## src/rtl/mips_defs_pkg.sv

```systemverilog
// Shared definitions for the pipelined MIPS core: widths, link register and
// encodings of the EX-stage destination select and ALU operations.
package mips_defs;

   localparam int DATA_W  = 32;
   localparam int REG_AW  = 5;
   localparam int ALUOP_W = 4;
   localparam int RA_ADDR = 31;

   typedef enum logic [1:0] {
      REGDST_RT  = 2'd0,
      REGDST_RD  = 2'd1,
      REGDST_RA  = 2'd2,
      REGDST_ILL = 2'd3
   } regdst_e;

   typedef enum logic [3:0] {
      ALU_ADD  = 4'd0,
      ALU_SUB  = 4'd1,
      ALU_AND  = 4'd2,
      ALU_OR   = 4'd3,
      ALU_XOR  = 4'd4,
      ALU_NOR  = 4'd5,
      ALU_SLT  = 4'd6,
      ALU_SLTU = 4'd7,
      ALU_SLL  = 4'd8,
      ALU_SRL  = 4'd9,
      ALU_SRA  = 4'd10,
      ALU_LUI  = 4'd11
   } alu_op_e;

   function automatic logic regdst_legal(input logic [1:0] sel);
      return sel != REGDST_ILL;
   endfunction

endpackage

```

## src/rtl/load_use_detect.sv

```systemverilog
// Load-use hazard detection: a load in EX whose target is read by the
// instruction in ID forces a one-cycle stall. Purely combinational.
module load_use_detect
   import mips_defs::*;
#(
   parameter int REG_AW = mips_defs::REG_AW
) (
   input  logic              flush,
   input  logic              id_valid,
   input  logic [REG_AW-1:0] id_rs,
   input  logic [REG_AW-1:0] id_rt,
   input  logic              id_uses_rt,
   input  logic              ex_valid,
   input  logic              ex_mem_read,
   input  logic [REG_AW-1:0] ex_rt,
   output logic              stall
);

   logic rs_match;
   logic rt_match;

   assign rs_match = (ex_rt == id_rs);
   assign rt_match = id_uses_rt & (ex_rt == id_rt);

   // $0 is hardwired, so a load into it never produces a usable hazard.
   assign stall = ~flush & id_valid & ex_valid & ex_mem_read
                & (ex_rt != '0) & (rs_match | rt_match);

endmodule

```

## src/rtl/id_ex_stage.sv

```systemverilog
// ID/EX pipeline register: captures decoded fields from ID, inserts bubbles on
// flush/stall/invalid, and counts load-use stall cycles (saturating).
module id_ex_stage #(
   parameter int DATA_W  = mips_defs::DATA_W,
   parameter int REG_AW  = mips_defs::REG_AW,
   parameter int ALUOP_W = mips_defs::ALUOP_W,
   parameter int RA_ADDR = mips_defs::RA_ADDR,
   parameter int CNT_W   = 16
) (
   input  logic               clk,
   input  logic               rst,
   input  logic               id_valid,
   input  logic [REG_AW-1:0]  id_rs,
   input  logic [REG_AW-1:0]  id_rt,
   input  logic [REG_AW-1:0]  id_rd,
   input  logic               id_uses_rt,
   input  logic [1:0]         id_regdst,
   input  logic               id_reg_write,
   input  logic               id_mem_read,
   input  logic               id_mem_write,
   input  logic               id_mem_to_reg,
   input  logic               id_alu_src,
   input  logic [ALUOP_W-1:0] id_alu_op,
   input  logic [DATA_W-1:0]  id_rdata1,
   input  logic [DATA_W-1:0]  id_rdata2,
   input  logic [DATA_W-1:0]  id_imm,
   input  logic               flush,
   output logic               stall,
   output logic               ex_valid,
   output logic [REG_AW-1:0]  ex_rs,
   output logic [REG_AW-1:0]  ex_rt,
   output logic [REG_AW-1:0]  ex_rd,
   output logic [REG_AW-1:0]  ex_ra,
   output logic [1:0]         ex_regdst,
   output logic               ex_reg_write,
   output logic               ex_mem_read,
   output logic               ex_mem_write,
   output logic               ex_mem_to_reg,
   output logic               ex_alu_src,
   output logic [ALUOP_W-1:0] ex_alu_op,
   output logic [DATA_W-1:0]  ex_rdata1,
   output logic [DATA_W-1:0]  ex_rdata2,
   output logic [DATA_W-1:0]  ex_imm,
   output logic [CNT_W-1:0]   stall_count
);

   import mips_defs::*;

   logic hazard;
   logic bubble;
   logic sel_ok;

   load_use_detect #(
      .REG_AW(REG_AW)
   ) u_load_use_detect (
      .flush      (flush),
      .id_valid   (id_valid),
      .id_rs      (id_rs),
      .id_rt      (id_rt),
      .id_uses_rt (id_uses_rt),
      .ex_valid   (ex_valid),
      .ex_mem_read(ex_mem_read),
      .ex_rt      (ex_rt),
      .stall      (hazard)
   );

   assign stall  = hazard;
   assign bubble = flush | hazard | ~id_valid;
   assign sel_ok = regdst_legal(id_regdst);
   assign ex_ra  = REG_AW'(RA_ADDR);

   always_ff @(posedge clk) begin
      if (rst) begin
         ex_valid      <= 1'b0;
         ex_rs         <= '0;
         ex_rt         <= '0;
         ex_rd         <= '0;
         ex_regdst     <= REGDST_RT;
         ex_reg_write  <= 1'b0;
         ex_mem_read   <= 1'b0;
         ex_mem_write  <= 1'b0;
         ex_mem_to_reg <= 1'b0;
         ex_alu_src    <= 1'b0;
         ex_alu_op     <= '0;
         ex_rdata1     <= '0;
         ex_rdata2     <= '0;
         ex_imm        <= '0;
         stall_count   <= '0;
      end else begin
         if (hazard && (stall_count != '1)) begin
            stall_count <= stall_count + 1'b1;
         end
         if (bubble) begin
            ex_valid      <= 1'b0;
            ex_rs         <= '0;
            ex_rt         <= '0;
            ex_rd         <= '0;
            ex_regdst     <= REGDST_RT;
            ex_reg_write  <= 1'b0;
            ex_mem_read   <= 1'b0;
            ex_mem_write  <= 1'b0;
            ex_mem_to_reg <= 1'b0;
            ex_alu_src    <= 1'b0;
            ex_alu_op     <= '0;
            ex_rdata1     <= '0;
            ex_rdata2     <= '0;
            ex_imm        <= '0;
         end else begin
            ex_valid      <= 1'b1;
            ex_rs         <= id_rs;
            ex_rt         <= id_rt;
            ex_rd         <= id_rd;
            // An illegal select degrades to a harmless non-writing rt-form op.
            ex_regdst     <= sel_ok ? id_regdst : REGDST_RT;
            ex_reg_write  <= id_reg_write & sel_ok;
            ex_mem_read   <= id_mem_read;
            ex_mem_write  <= id_mem_write;
            ex_mem_to_reg <= id_mem_to_reg;
            ex_alu_src    <= id_alu_src;
            ex_alu_op     <= id_alu_op;
            ex_rdata1     <= id_rdata1;
            ex_rdata2     <= id_rdata2;
            ex_imm        <= id_imm;
         end
      end
   end

endmodule

```

## config.mk

```make
export PLATFORM = sky130hd
export DESIGN_NAME = id_ex_stage
export DESIGN_NICKNAME = d
export VERILOG_FILES = /design/src/rtl/mips_defs_pkg.sv /design/src/rtl/load_use_detect.sv /design/src/rtl/id_ex_stage.sv
export SDC_FILE = /design/constraint.sdc
export NUM_CORES = 1
export LEC_CHECK = 0
export ABC_AREA = 1
export ABC_CLOCK_PERIOD_IN_PS = 2140
export CORE_ASPECT_RATIO = 1.75
export CORE_MARGIN = 3
export CORE_UTILIZATION = 41
export CTS_CLUSTER_DIAMETER = 40
export CTS_CLUSTER_SIZE = 16
export DETAILED_ROUTE_END_ITERATION = 12
export PLACE_DENSITY = 0.85
export SYNTH_ARGS = -nofsm -noshare
export SYNTH_HDL_FRONTEND = slang
export SYNTH_SLANG_ARGS = --single-unit
```

## constraint.sdc

```tcl
create_clock -name clk -period 2.14 [get_ports clk]
set_input_delay 0.428 -clock clk [delete_from_list [all_inputs] [get_ports clk]]
set_output_delay 0.428 -clock clk [all_outputs]
set_load 0.005 [all_outputs]
```

After elaboration in Yosys (flattened, before gate mapping):

Cells that the tools add are included.

* reductions and logical operators: 4
* bitwise gates (word level): 13
* multiplexer cells: 1
* order comparisons: 0
* multipliers: 0
* $add $sub $neg: 1
* eq/ne operators: 4
* divide/modulo/power cells: 0
* shift-type cells: 0

Operator list (number)
* 16-bit by 1-bit adder with 16-bit output (second input constant): 1
* 16-bit != test (second input constant): 1
* 5-bit equality test: 2
* 1-bit AND: 7
* 5-bit nonzero test: 1
* 1-bit NOT: 3
* 1-bit bitwise OR: 3
* 3-bit OR reduction: 1
* 2-bit != test (second input constant): 1
* 2-bit OR reduction: 1
* 1-bit logical AND: 1
* 1-bit two-way mux: 1

* output and inout port bits: 145
* word-level logic and storage cells: 38
* input port bits: 127
* register bits after elaboration: 139
* bits in read-only memories: 0
* memory bits (writable): 0
* bits in latches: 0
* memories kept: 0

Longest topological paths before layout:

Gate-level depths: netlist of the first run.

* depth after elaboration: 9
* depth in mapped cells: 11
* mapped depth without buffers: 10

Hierarchy:

Synthesis of the first run repeated with hierarchy kept, for this count alone.

* cell total of the unflattened synthesis: 593
* area total of the unflattened synthesis: 4665.7 µm²

By module, submodules not included
* id_ex_stage: cells an instance 538, area each 4434.3 µm², times used 1, seq. area each 2782.7 µm²
* load_use_detect: cells an instance 55, area each 231.5 µm², times used 1, seq. area each 0.0 µm²

Worst setup path after synthesis of the first run:

Ideal clock, no wire load.

* path type: register to register
* from: register stall_count[0]
* to: register stall_count[13]
* required time: 2.008 ns
* stages on the path, launching flop included: 8
* library setup time: 0.132 ns
* setup slack: 0.632 ns
* path buffers: 1
* period minus slack after synthesis: 1.508 ns
* data arrival time: 1.376 ns
* cell sequence: dfxtp_1 ha_1 nand2_1 nor2_4 nand4_4 clkbuf_1 nand4_1 a21oi_1

* cells in the longest elaborated chain, start to end: 2
* elaborated cells between the ends (all ways): 3
* classes of those cells: add/sub: 1; eq/ne: 1; reduce/logical: 1

Ends and longest elaborated chain
* from (decl): RTL line id_ex_stage.sv:44 `output logic [CNT_W-1:0] stall_count`
* from (signal assigned): RTL line id_ex_stage.sv:91 `stall_count <= stall_count + 1'b1;`
* branches (longest 2 deep; another with 16-bit by 1-bit adder with 16-bit output)

Several ways; the timed one is not identified.
A chain may end at the register's enable or synchronous reset.

Worst setup path after layout of the first run:

* from: input port id_rt[0]
* to: output port stall

* cells in the longest elaborated chain, start to end: 4

Ends and longest elaborated chain
* from (decl): RTL line id_ex_stage.sv:14 `input logic [REG_AW-1:0] id_rt,`
* 5-bit equality test: RTL line load_use_detect.sv:23 `assign rt_match = id_uses_rt & (ex_rt == id_rt);`
* 1-bit AND: RTL line load_use_detect.sv:23
* 1-bit bitwise OR: RTL line load_use_detect.sv:27 `& (ex_rt != '0) & (rs_match | rt_match);`
* 1-bit AND: RTL line load_use_detect.sv:27
* to (decl): RTL line id_ex_stage.sv:28 `output logic stall,`

Every way passes these cells.

==> results.yml, run 1 <==
outcome:
  status: "finished clean"
pwr:
  totalPowerFinal_mw: 6.11
  total_leakage_power_nw: 3.80
  power.share.clock_pct: 47.6
  power_report.internal_total_mw: 4.75
  comb_power_share_pct: 8.8
  switchingPower_mw: 1.36
  power.sequential.fraction_pct: 43.7
  pwr_density_cell_mw_per_mm2: 745
  max-vdd-ir-drop_v: 0.000704
  power_switching_share_pct: 22.3
cts:
  clk_latency_ns: 0.41
  tritoncts: "yes"
  htree_num_levels: 4
  clock_tree_root_buffer_cell: "sky130_fd_sc_hd__clkbuf_16"
  cts_max_path_buffers: 2
  clock_sink_count: 139
  clock_input_transition_at_the_sequential_cells_of_the_worst_setup_and_hold_paths_ns: 0.06
  tritoncts_buffer_count: 17
min_path:
  worst_hold_path_ep: "stall_count[15]"
  min-delay-start: "stall_count[15]"
  min_delay_worst_type: "reg2reg"
  min_delay_path_depth: 2
floorplan:
  fp-row-count: 51
  fp.dieW_um: 87.7
  design.portCount: 272
  full_die_area_mm2: 0.0131
  initial_utilization_pct: 42.4
  die_height_um: 149
  coreArea_mm2: 0.0113
place:
  place.port_buffers: 266
  hpwlAfterDp_mm: 11.2
  globalplace.congestion: 0.890
sta:
  setup_tns_ns: 0
  skew_ns: 0.00876
  hold_slack_ns: 0.532
  post-route-min-period_ns: 2.02
  period_share_pct: 94.2
  rsz_0062_raised_after_global_routing: "no"
  setup-violations-final: 0
  max_freq_mhz: 496
  timing_max_transition_violations_final: 0
  final_hold_viol_count: 0
setup_path:
  crit_arrival_ns: 1.59
  start_kind: "primary input"
  reg2reg_to: "stall_count[15]"
  launch_point_of_the_worst_reg_to_reg_path: "stall_count[0]"
  reg2reg_slack_ns: 0.34
  number_of_cells_traversed_by_the_worst_register_to_register_path: 7
  worst-endpoint-required_ns: 1.71
  critical_path_peak_fanout: 2
  worstSetupEndpointType: "output pin"
  path_type_of_the_worst_setup_path: "in2out"
layout:
  area_delta_synth_final_pct: 71.4
  final_core_utilization_pct: 72.6
  reg.largest.list: "ex_imm x32, ex_rdata1 x32, ex_rdata2 x32"
  diodes: 0
  layout-drive-gt1-share_pct: 7.99
  layout_commonest_cell: "sky130_fd_sc_hd__clkdlybuf4s50_1"
  net_count_final: 1004
  final_cell_mix: "265 x sky130_fd_sc_hd__clkdlybuf4s50_1, 139 x sky130_fd_sc_hd__inv_1, 139 x sky130_fd_sc_hd__dfxtp_1"
grt:
  grt_first_pass_wirelength_mm: 22.3
  grt.overflow.total: 0
  grt_start_max_net_pins: 44
  grt_use_total_pct: 22.5
  initial_antenna_violation_count: 0
  first_global_vias: 4626
synthesis:
  syn_area_mm2: 0.00479
  synth_cells: 594
  yosys_register_bits: 139
  avgSynthCellArea_um2: 8.06
  seq_area_frac_synth_pct: 58.1
  ys.warnings.count: 0
  synth_cell_types: 27
run:
  maxCapViolCount: 0
detailed_routing:
  routed_wirelength_mm: 14.5
  dr.first_iter.drc_count: 104
  antenna_violating_nets_post_route: 0
  firstDrtPassIters: 4
  drt_drc_violations_left: 0
  wirelength_per_cell_um: 14.2
  detailroute.via_count: 4487
  vias_per_cell: 4.39
[routing by layer]
layer  vias up  share of wire (%)  GRT usage [%]
met5         -                  0              0
met4         0                2.7           10.2
met3        30                7.9           8.13
met2       192                 56           41.4
met1      2003                 33           21.6
li1       2262                  -              -
[worst max-delay path by stage]
| stage | from | end | slack, ns | depth (start not counted) |
|---|---|---|---|---|
| detailed placement | id_rt[4] | stall | -0.27 | 10 |
| CTS | id_rs[3] | stall | 0.003 | 10 |
| floorplan | stall_count[0] | stall_count[13] | 0.63 | 7 |
| global route | id_rt[4] | stall | 0.02 | 10 |
| finish | id_rt[0] | stall | 0.12 | 10 |
| global placement | id_rt[4] | stall | -0.27 | 10 |
[logic make-up (layout without fill, tap and decap cells)]
kind of cell / Yosys count / count (layout) / synth area share, %
AO/OA/AOI/OAI: 17 / 17 / 1.78
AND/OR/NAND/NOR: 261 / 261 / 23.4
adder cells (fa/ha/maj): 1 / 1 / 0.261
buffers and inverters: 168 / 459 / 15.1
XOR/XNOR: 7 / 7 / 1.28
flip-flops: 139 / 139 / 58.1
other: 1 / 5 / 0.0783
[cell usage after synthesis]
master | count | area (um2)
sky130_fd_sc_hd__inv_1 | 139 | 522
sky130_fd_sc_hd__nor2_2 | 10 | 62.6
sky130_fd_sc_hd__xor2_1 | 5 | 43.8
sky130_fd_sc_hd__nor2_1 | 134 | 503
sky130_fd_sc_hd__ha_1 | 1 | 12.5
sky130_fd_sc_hd__a21oi_1 | 13 | 65.1
sky130_fd_sc_hd__xnor2_1 | 2 | 17.5
sky130_fd_sc_hd__nor3_2 | 1 | 10.0
sky130_fd_sc_hd__nand4_1 | 17 | 106
sky130_fd_sc_hd__buf_4 | 6 | 45.0
sky130_fd_sc_hd__o21ai_0 | 3 | 15.0
sky130_fd_sc_hd__buf_1 | 1 | 3.75
sky130_fd_sc_hd__nand3b_1 | 2 | 15.0
sky130_fd_sc_hd__buf_2 | 6 | 30.0
sky130_fd_sc_hd__nor3_1 | 3 | 15.0
sky130_fd_sc_hd__nor2_4 | 1 | 11.3
sky130_fd_sc_hd__conb_1 | 1 | 3.75
sky130_fd_sc_hd__nand3_1 | 11 | 55.1
sky130_fd_sc_hd__nand3_2 | 2 | 20.0
sky130_fd_sc_hd__inv_2 | 6 | 22.5
sky130_fd_sc_hd__nand4_4 | 1 | 21.3
sky130_fd_sc_hd__o21ai_1 | 1 | 5.00
sky130_fd_sc_hd__buf_6 | 8 | 90.1
sky130_fd_sc_hd__nand2_1 | 77 | 289
sky130_fd_sc_hd__dfxtp_1 | 139 | 2780
sky130_fd_sc_hd__nand2_2 | 2 | 12.5
sky130_fd_sc_hd__clkbuf_1 | 2 | 7.51
[power groups by stage]
stage | clock [mW] | sequential (mW) | combinational [mW]
after floorplan | 0 | 2.73 | 0.135
after global placement | 0 | 2.72 | 0.525
after detailed placement | 0 | 2.73 | 0.535
after CTS | 2.96 | 2.67 | 0.540
after global routing | 3.09 | 2.67 | 0.584
final | 2.91 | 2.67 | 0.535
[final cells by class]
type	instances	area (um2)
fill	828	3090
clock inverter	14	161
sequential	139	2780
multi-input combinational	291	1310
inverter	145	544
tap	132	165
timing repair buffer	282	2820
clock buffer	18	429
[critical path, stage by stage]
cell,delay [ns]
sky130_fd_sc_hd__clkdlybuf4s50_1,0.48
sky130_fd_sc_hd__inv_1,0.05
sky130_fd_sc_hd__nand2_1,0.05
sky130_fd_sc_hd__nand2_1,0.05
sky130_fd_sc_hd__nor2_1,0.10
sky130_fd_sc_hd__nand3_1,0.11
sky130_fd_sc_hd__nand2_2,0.11
sky130_fd_sc_hd__nand2_2,0.06
sky130_fd_sc_hd__inv_1,0.05
sky130_fd_sc_hd__clkbuf_2,0.10
[repair_timing]
| action | CTS | global route |
|---|---|---|
| hold buffers | 0 | 0 |
| setup endpoints to repair | 1 | 1 |
| pin swaps | 2 | 1 |
| setup buffers | 0 | 0 |
| gates resized for setup | 1 | 2 |
[per-stage QoR]
stage,instances,instance area (um2),setup slack (ns)
2_1_floorplan,598,4800,0.632
3_3_place_gp,989,7620,-0.267
3_5_place_dp,989,7620,-0.273
4_1_cts,1021,8210,0.00282
5_1_grt,1021,8200,0.0222
6_report,1021,8200,0.124
No activity file was read; power rests on OpenSTA's default activity.
==> run 2: changes to the inputs <==
--- a/config.mk
+++ b/config.mk
@@ -6,7 +6,7 @@
 export NUM_CORES = 1
 export LEC_CHECK = 0
 export ABC_AREA = 1
-export ABC_CLOCK_PERIOD_IN_PS = 2140
+export ABC_CLOCK_PERIOD_IN_PS = 2570
 export CORE_ASPECT_RATIO = 1.75
 export CORE_MARGIN = 3
 export CORE_UTILIZATION = 41
==> constraint.sdc (replaced) <==
create_clock -name clk -period 2.57 [get_ports clk]
set_input_delay 0.514 -clock clk [delete_from_list [all_inputs] [get_ports clk]]
set_output_delay 0.514 -clock clk [all_outputs]
set_load 0.005 [all_outputs]
==> results.yml, run 2 (synthesis gave the netlist of run 1 again) <==
outcome:
  status: "finished clean"
grt:
  grt_first_pass_wirelength_mm: 22.2
  initial_antenna_violation_count: 0
  grt_start_max_net_pins: 45
  grt.overflow.total: 0
  first_global_vias: 4544
  grt_use_total_pct: 22.2
cts:
  clock_sink_count: 139
  tritoncts_buffer_count: 17
  clk_latency_ns: 0.40
  clock_input_transition_at_the_sequential_cells_of_the_worst_setup_and_hold_paths_ns: 0.06
  cts_max_path_buffers: 2
  tritoncts: "yes"
  post_cts_buffers: 0
  htree_num_levels: 4
  clock_tree_root_buffer_cell: "sky130_fd_sc_hd__clkbuf_16"
detailed_routing:
  detailroute.via_count: 4476
  dr.first_iter.drc_count: 132
  antenna_violating_nets_post_route: 0
  drt_drc_violations_left: 0
  firstDrtPassIters: 4
  routed_wirelength_mm: 14.2
  wirelength_per_cell_um: 14.0
  vias_per_cell: 4.41
sta:
  setup_tns_ns: 0
  max_freq_mhz: 435
  skew_ns: 0.00952
  timing_max_transition_violations_final: 0
  final_hold_viol_count: 0
  setup-violations-final: 0
  post-route-min-period_ns: 2.30
  rsz_0062_raised_after_global_routing: "no"
  period_share_pct: 89.5
pwr:
  power_switching_share_pct: 22.4
  comb_power_share_pct: 8.8
  power_report.internal_total_mw: 3.88
  pwr_density_cell_mw_per_mm2: 613
  power.sequential.fraction_pct: 44.5
  switchingPower_mw: 1.12
  total_leakage_power_nw: 3.77
  power.share.clock_pct: 46.7
  max-vdd-ir-drop_v: 0.000535
setup_path:
  worstSetupEndpointType: "output pin"
  worst_path_largest_cell_delay_ns: 0.48
  timing.critical_path.max_delay_family: "buffers and inverters"
  critical_path_peak_fanout: 2
  timing.critical_path.cells: "clkdlybuf4s50_1 -> inv_1 -> nand2_1 -> nand2_1 -> nor2_1 -> nand3_1 -> nand2_2 -> nand2_2 -> inv_1 -> dlygate4sd2_1"
  cpMaxStageDelayCell: "sky130_fd_sc_hd__clkdlybuf4s50_1"
  reg2reg_slack_ns: 0.71
  path_type_of_the_worst_setup_path: "in2out"
  start_kind: "primary input"
  critical_path_buf_inv_count: 4
  crit_arrival_ns: 1.79
  worst-endpoint-required_ns: 2.06
floorplan:
  initial_utilization_pct: 42.4
  fp.dieW_um: 87.7
  fp-row-count: 51
  die_height_um: 149
  coreArea_mm2: 0.0113
  full_die_area_mm2: 0.0131
  design.portCount: 272
place:
  placement.cell_area_mm2: 0.00758
  globalplace.congestion: 0.905
  hpwlAfterDp_mm: 11.1
  place.port_buffers: 266
min_path:
  min_delay_worst_type: "reg2reg"
layout:
  layout-drive-gt1-share_pct: 7.35
  fill_cell_instance_count_of_the_final_layout: 824
  final_cell_mix: "264 x sky130_fd_sc_hd__clkdlybuf4s50_1, 139 x sky130_fd_sc_hd__inv_1, 139 x sky130_fd_sc_hd__dfxtp_1"
  layout_commonest_cell: "sky130_fd_sc_hd__clkdlybuf4s50_1"
  footprint_of_the_multi_input_gates_mm2: 0.00131
  post-route-cell-area_mm2: 0.00815
  reg.largest.list: "ex_imm x32, ex_rdata1 x32, ex_rdata2 x32"
  diodes: 0
  net_count_final: 999
  seqCellArea_mm2: 0.00278
  area_delta_synth_final_pct: 70.3
run:
  maxCapViolCount: 0
==> run 2: final cells by class <==
| type | instances | share of cell area [%] |
|---|---|---|
| clock buffers | 19 | 5.43 |
| multi-input cells | 291 | 16.0 |
| well taps | 132 | 2.03 |
| inverters | 145 | 6.67 |
| flip-flops and latches | 139 | 34.1 |
| repair buffers | 277 | 34.1 |
| clock inverters | 13 | 1.63 |
==> run 2: worst paths after layout <==
check,from,endpoint,cells after the start
worst max-delay path,id_rt[0],stall,10
worst min-delay path,stall_count[15],stall_count[15],2
worst max register to register,stall_count[0],stall_count[7],7
worst min register to register,stall_count[15],stall_count[15],2
==> run 2: power groups by stage <==
stage / Clock [mW] / Combinational [mW] / Sequential, mW
floorplan: 0 / 0.113 / 2.28
global placement: 0 / 0.432 / 2.27
detailed placement: 0 / 0.438 / 2.27
CTS: 2.39 / 0.443 / 2.22
global route: 2.48 / 0.480 / 2.22
finish: 2.34 / 0.439 / 2.22
==> run 2: worst register-to-register path: cells and delay by family, from the launching register on <==
family	cells	cell delay, ns
adders and majority gates	1	0.21
and+or+nand+nor	5	1.06
AOI/OAI and AO/OA	1	0.13
DFF	1	0.40
==> run 2: routing by layer <==
| layer | vias up | share of wire [%] | wire, um | track usage, % |
|---|---|---|---|---|
| met1 | 1976 | 33 | 4760 | 21.4 |
| met3 | 31 | 8.0 | 1140 | 7.90 |
| met4 | 0 | 3.2 | 454 | 9.60 |
| li1 | 2261 | - | - | - |
| met5 | - | 0 | 0 | 0 |
| met2 | 208 | 55 | 7890 | 41.2 |
==> run 2: repair_timing <==
action	4_1_cts	5_1_grt
hold buffers	0	0
setup endpoints to repair	1	0
resized for setup	2	0
==> run 2: metrics by stage <==
| step | utilization [%] | setup WS (ns) | hold WS (ns) | instances | power [mW] |
|---|---|---|---|---|---|
| after floorplan | - | 0.993 | 0.477 | 598 | 2.39 |
| after global placement | 67.1 | -0.0103 | 0.487 | 984 | 2.70 |
| after detailed placement | 67.1 | -0.0402 | 0.494 | 984 | 2.71 |
| after CTS | 72.2 | 0.260 | 0.504 | 1016 | 5.06 |
| after global routing | 72.2 | 0.165 | 0.525 | 1016 | 5.19 |
| final | 72.2 | 0.269 | 0.504 | 1016 | 5.00 |
